==> src/rtl/flag_branch_unit.sv <==
// Flag register plus conditional-branch evaluator with a one-cycle hazard wait state.
// Optional macro FLAG_FWD_EN forwards same-cycle flag writes into evaluation instead of waiting.
module flag_branch_unit (
  input  logic       clk,
  input  logic       rst,
  input  logic [2:0] flag_in,
  input  logic [2:0] flag_we_in,
  input  logic       stall_in,
  input  logic       br_valid_in,
  input  logic [2:0] br_cond_in,
  output logic       br_ready_out,
  output logic       br_result_valid_out,
  output logic       br_taken_out,
  output logic [2:0] flag_out
);

  // Handshake: a request transfers on a cycle where br_valid_in and br_ready_out are both high;
  // the requester holds br_valid_in and br_cond_in stable until then.
  typedef enum logic {
    IDLE = 1'b0,
    WAIT = 1'b1
  } state_t;

  state_t     state_q, state_d;
  logic [2:0] flag_q, flag_d;
  logic       res_valid_q, res_valid_d;
  logic       res_taken_q, res_taken_d;
  logic [2:0] eval_flags;
  logic       accept;

  // Flag order is {N,V,Z}.
  function automatic logic cond_true(input logic [2:0] cond, input logic [2:0] f);
    logic n, v, z;
    n = f[2];
    v = f[1];
    z = f[0];
    case (cond)
      3'b000:  cond_true = !z;
      3'b001:  cond_true = z;
      3'b010:  cond_true = !z && !n;
      3'b011:  cond_true = n;
      3'b100:  cond_true = z || !n;
      3'b101:  cond_true = n || z;
      3'b110:  cond_true = v;
      default: cond_true = 1'b1;
    endcase
  endfunction

  always_comb begin
    flag_d = flag_q;
    if (!stall_in) begin
      flag_d = (flag_we_in & flag_in) | (~flag_we_in & flag_q);
    end

`ifdef FLAG_FWD_EN
    eval_flags   = (flag_we_in & flag_in) | (~flag_we_in & flag_q);
    br_ready_out = !stall_in;
`else
    // A pending flag write would make flag_q stale, so such a request waits one cycle.
    eval_flags   = flag_q;
    br_ready_out = !stall_in && ((state_q == WAIT) || (flag_we_in == 3'b000));
`endif

    accept = br_valid_in && br_ready_out;

    state_d = state_q;
    if (!stall_in) begin
      case (state_q)
        IDLE:    if (br_valid_in && !br_ready_out) state_d = WAIT;
        WAIT:    state_d = IDLE;
        default: state_d = IDLE;
      endcase
    end

    res_valid_d = accept;
    res_taken_d = accept && cond_true(br_cond_in, eval_flags);
  end

  always_ff @(posedge clk or posedge rst) begin
    if (rst) begin
      state_q     <= IDLE;
      flag_q      <= 3'b000;
      res_valid_q <= 1'b0;
      res_taken_q <= 1'b0;
    end else begin
      state_q     <= state_d;
      flag_q      <= flag_d;
      res_valid_q <= res_valid_d;
      res_taken_q <= res_taken_d;
    end
  end

  assign flag_out            = flag_q;
  assign br_result_valid_out = res_valid_q;
  assign br_taken_out        = res_taken_q;

endmodule

==> config.mk <==
export PLATFORM = sky130hd
export DESIGN_NAME = flag_branch_unit
export DESIGN_NICKNAME = d
export VERILOG_FILES = /design/src/rtl/flag_branch_unit.sv
export SDC_FILE = /design/constraint.sdc
export NUM_CORES = 1
export LEC_CHECK = 0
export CAP_MARGIN = 40
export CORE_AREA = 3 3 40 42
export DETAILED_ROUTE_END_ITERATION = 8
export DIE_AREA = 0 0 43 45
export PLACE_DENSITY_LB_ADDON = 0.05
export SETUP_SLACK_MARGIN = 0.2
export SYNTH_ARGS = -nofsm -noshare
export SYNTH_HDL_FRONTEND = slang
export SYNTH_SLANG_ARGS = --single-unit
==> constraint.sdc <==
create_clock -name clk -period 1.4 [get_ports clk]
set_input_delay 0.21 -clock clk [delete_from_list [all_inputs] [get_ports clk]]
set_output_delay 0.21 -clock clk [all_outputs]
set_load 0.05 [all_outputs]
Word-level counts from Yosys, hierarchy flattened
Index checks and enable logic that the tools add are counted.
{ "classes": {"eq_ne": 6, "mux": 3, "bitwise": 5, "n_reduce_logical": 14} }
{ "op_table": {"columns": ["operator", "count"], "rows": [
  ["3-bit == test (second input constant)", 3],
  ["1-bit case mux with 7 select lines", 1],
  ["3-bit bitwise AND", 2],
  ["3-bit by 2-bit == test with 1-bit output (second input constant)", 2],
  ["3-bit logical NOT", 2],
  ["1-bit logical AND", 5],
  ["1-bit logical NOT", 4],
  ["3-bit by 1-bit == test with 1-bit output (second input constant)", 1],
  ["1-bit logical OR", 3],
  ["3-bit NOT", 1],
  ["3-bit bitwise OR", 1],
  ["1-bit case mux with 2 select lines", 1],
  ["1-bit 2-to-1 mux", 1],
  ["1-bit NOT", 1]
]} }
{ "totals": {"reg_bits": 6, "in_bits": 13, "output_inout_bits": 6, "wordCells": 32} }

Logic depth before layout (Yosys ltp)
{ "logic_depth": {"word_depth": 7, "depth_mapped": 3, "depth_no_buf": 3} }

Worst setup path after synthesis
OpenSTA, ideal clock, no wires.
{ "synth_path": {"path_type": "reg-to-reg", "startpoint": "reg with a tool-made name", "endpoint": "reg res_taken_q (netlist: br_taken_out)", "setup_time_ns": 0.131, "arrival_ns": 1.358, "t_required_ns": 1.269, "slack_ns": -0.089, "path_stages_with_launch": 4, "n_path_buf": 0, "period_less_slack_ns": 1.489, "path_cell_list": "dfrtp_1 > or3b_1 > a311oi_1 > nor4bb_1"} }
{ "synth_lines": {"columns": ["element", "line", "text"], "rows": [
  ["to (signal assigned)", "89", "res_taken_q <= res_taken_d;"],
  ["to (decl)", "27", "logic res_taken_q, res_taken_d;"]
]} }

==> metrics.csv <==
metric;value;unit
delay-heaviest family, CP;simple AND/OR/NAND/NOR gates;
Synth Instances;27;
pin count of the biggest net entering global routing;7;
antenna cells;0;
GRT overflow;0;
endpoint type of the worst setup path;flip-flop;
fin crit period;1.23;ns
unrepaired setup endpoints after global routing;true;
Vias;318;
CP bufs+invs;0;
hold slack final;0.193;ns
Avg Inst Size Synth;11.2;µm²
Worst VDD drop;0.489;mV
initial antenna violation count;0;
Vias/cell;4.61;
crit-path max FO;3;
area leader, netlist;dfrtp_1;
number of global-route vias before repair;326;
FF+latch count, synth;6;
FF-to-FF End;br_taken_out;
PwrDens;1060;nW/µm²
first-pass GRT wire length;1490;µm
mapped cell area;302;µm²
WL/cell;13.2;µm
initial core utilization;0.235;
WP data arrival;1.35;ns
Setup-failing EPs final;0;
Clock transition at path regs;0.05;ns
# nets final;69;
setup TNS;0;ns
complex-gate fraction of the synthesized area;0.124;
Syn. warnings;0;
H-Tree Depth;1;
post-route ant nets;0;
clk buf depth;2;
DRT Pass-1 Iters;2;
overall routing resource usage;0.108;
Root Buffer;clkbuf_4;
Area growth syn-to-layout;119;%
Rows;13;
slowest CP cell;dfrtp_2;
Hold Crit Class;in -> async;
clk_skew;0.000525;ns
DR DRC count;0;
maxcap violations;0;
die width;43;µm
Worst setup SP type;flip-flop;
worst-case reg-to-reg path depth;3;
Die H;45;µm
crit share post-route;0.878;
Final Hold Vio Count;0;
worst path cell trace;or3b_1 -> a311oi_2 -> nor4bb_1;
# fillers;120;
hold_buf cts;0;
dpl hpwl;726;µm
clock latency on the worst-skew pair;0.24;ns
Buffers on Ports;18;
area share of fa/ha/maj cells after synthesis;0;
combinational family with the most area after synthesis;simple AND/OR/NAND/NOR gates;
I/O pin cnt;19;
Synth Area in XOR/XNOR;0;
mux share of post-synthesis cell area;0.112;
Unique masters post-synth;14;
synth top area cells;dfrtp_1, mux2_1, nor2b_1, a211oi_1, nor4bb_1;
routability cong.;0.699;
Slew @ Worst Pin;0.241;ns
crit path kind;reg -> reg;
DIE AREA;1940;µm²
Reg2Reg Setup Slack;0.17;ns
share of layout cells above drive strength 1;0.407;
Seq/Total Area, Yosys;0.498;
routed wire length;910;µm
CTS sink cnt;6;
post-layout util;0.514;
Slew headroom;0.839;
status;completed;
Core Region;1280;µm²
Synth Area in Simple Gates;0.253;
cts bufs inserted;3;
final slew viol count;0;
Worst Path Required;1.52;ns
DRT iter0 DRCs;2;
CTS tree;done;
max frequency;0.813;GHz
Leakage;0.275;nW
Slowest Stage Delay on Critical Path;0.41;ns
syn nets;40;
top-area cell type share of the netlist area;0.498;
where the power goes:
part	switching, mW	total, mW	internal, mW
Combinational	0.145	0.317	0.172
Clock	0.0619	0.159	0.0969
Sequential	0.0262	0.225	0.199
cells in the mapped netlist:
library cell  count
a211oi_1          2
nor2_1            2
nor3b_1           1
o21ai_0           1
dfrtp_1           6
nor4bb_1          1
inv_1             1
a311oi_1          1
nor3_1            1
o22a_1            1
or3b_1            1
nand2b_1          1
nor2b_1           5
mux2_1            3
per-stage QoR:
stage / setup WS, ns / std cells / instance area, µm² / power [mW]
3_5_place_dp: -0.123 / 62 / 581 / 0.506
6_report: 0.170 / 69 / 661 / 0.701
4_1_cts: 0.170 / 69 / 649 / 0.704
2_1_floorplan: 0.0897 / 27 / 307 / 0.339
3_3_place_gp: -0.0206 / 62 / 581 / 0.496
5_1_grt: 0.118 / 69 / 661 / 0.741
how the worst max path moves through the flow:
stage	end	slack, ns	cells past startpoint
floorplan	br_taken_out	0.09	3
global placement	br_taken_out	-0.02	4
detailed placement	br_taken_out	-0.12	5
CTS	br_taken_out	0.17	3
global route	br_taken_out	0.12	3
finish	br_taken_out	0.17	3
area by class of cell:
class	count	area, µm²	area share
inverters	1	3.75	0.00568
flip-flops and latches	6	153	0.231
multi-input cells	20	176	0.267
well taps	15	18.8	0.0284
clock buffers	3	22.5	0.0341
repair buffers	24	287	0.434
cells in the final DEF (no fill, tap or decap):
cell | Yosys | routed
or3b_1 | 1 | 1
a311oi_2 | 0 | 1
mux2_1 | 3 | 3
buf_6 | 0 | 1
buf_12 | 0 | 6
o21ai_0 | 1 | 1
o22a_1 | 1 | 1
nor3b_1 | 1 | 1
dfrtp_2 | 0 | 2
nand2b_1 | 1 | 1
dfrtp_1 | 6 | 4
buf_4 | 0 | 5
nor4bb_1 | 1 | 1
inv_1 | 1 | 1
clkdlybuf4s15_1 | 0 | 2
a211oi_1 | 2 | 1
nor2_2 | 0 | 2
clkbuf_4 | 0 | 3
nor2b_1 | 5 | 5
nor3_2 | 0 | 1
a211oi_4 | 0 | 1
clkdlybuf4s50_1 | 0 | 8
dlygate4sd2_1 | 0 | 2
cell families after synthesis:
group / Yosys count
AO/OA/AOI/OAI: 5
buffers and inverters: 1
flip-flops: 6
multiplexers: 3
AND/OR/NAND/NOR: 12
routing by layer:
| layer | vias to the layer above | share of wire | wire length [µm] | track usage |
|---|---|---|---|---|
| li1 | 153 | - | - | - |
| met4 | 0 | 0.0088 | 8 | 0.0361 |
| met5 | - | 0 | 0 | 0 |
| met1 | 147 | 0.35 | 317 | 0.0980 |
| met2 | 16 | 0.54 | 488 | 0.210 |
| met3 | 2 | 0.11 | 96 | 0.0518 |
what timing repair did:
| action | 4_1_cts | 5_1_grt |
|---|---|---|
| endpoints found under the setup margin | 2 | 3 |
| pin swaps | 3 | 0 |
| resized for setup | 9 | 3 |
| buffers inserted | 4 | 0 |
No activity file was read; power rests on OpenSTA's default activity.
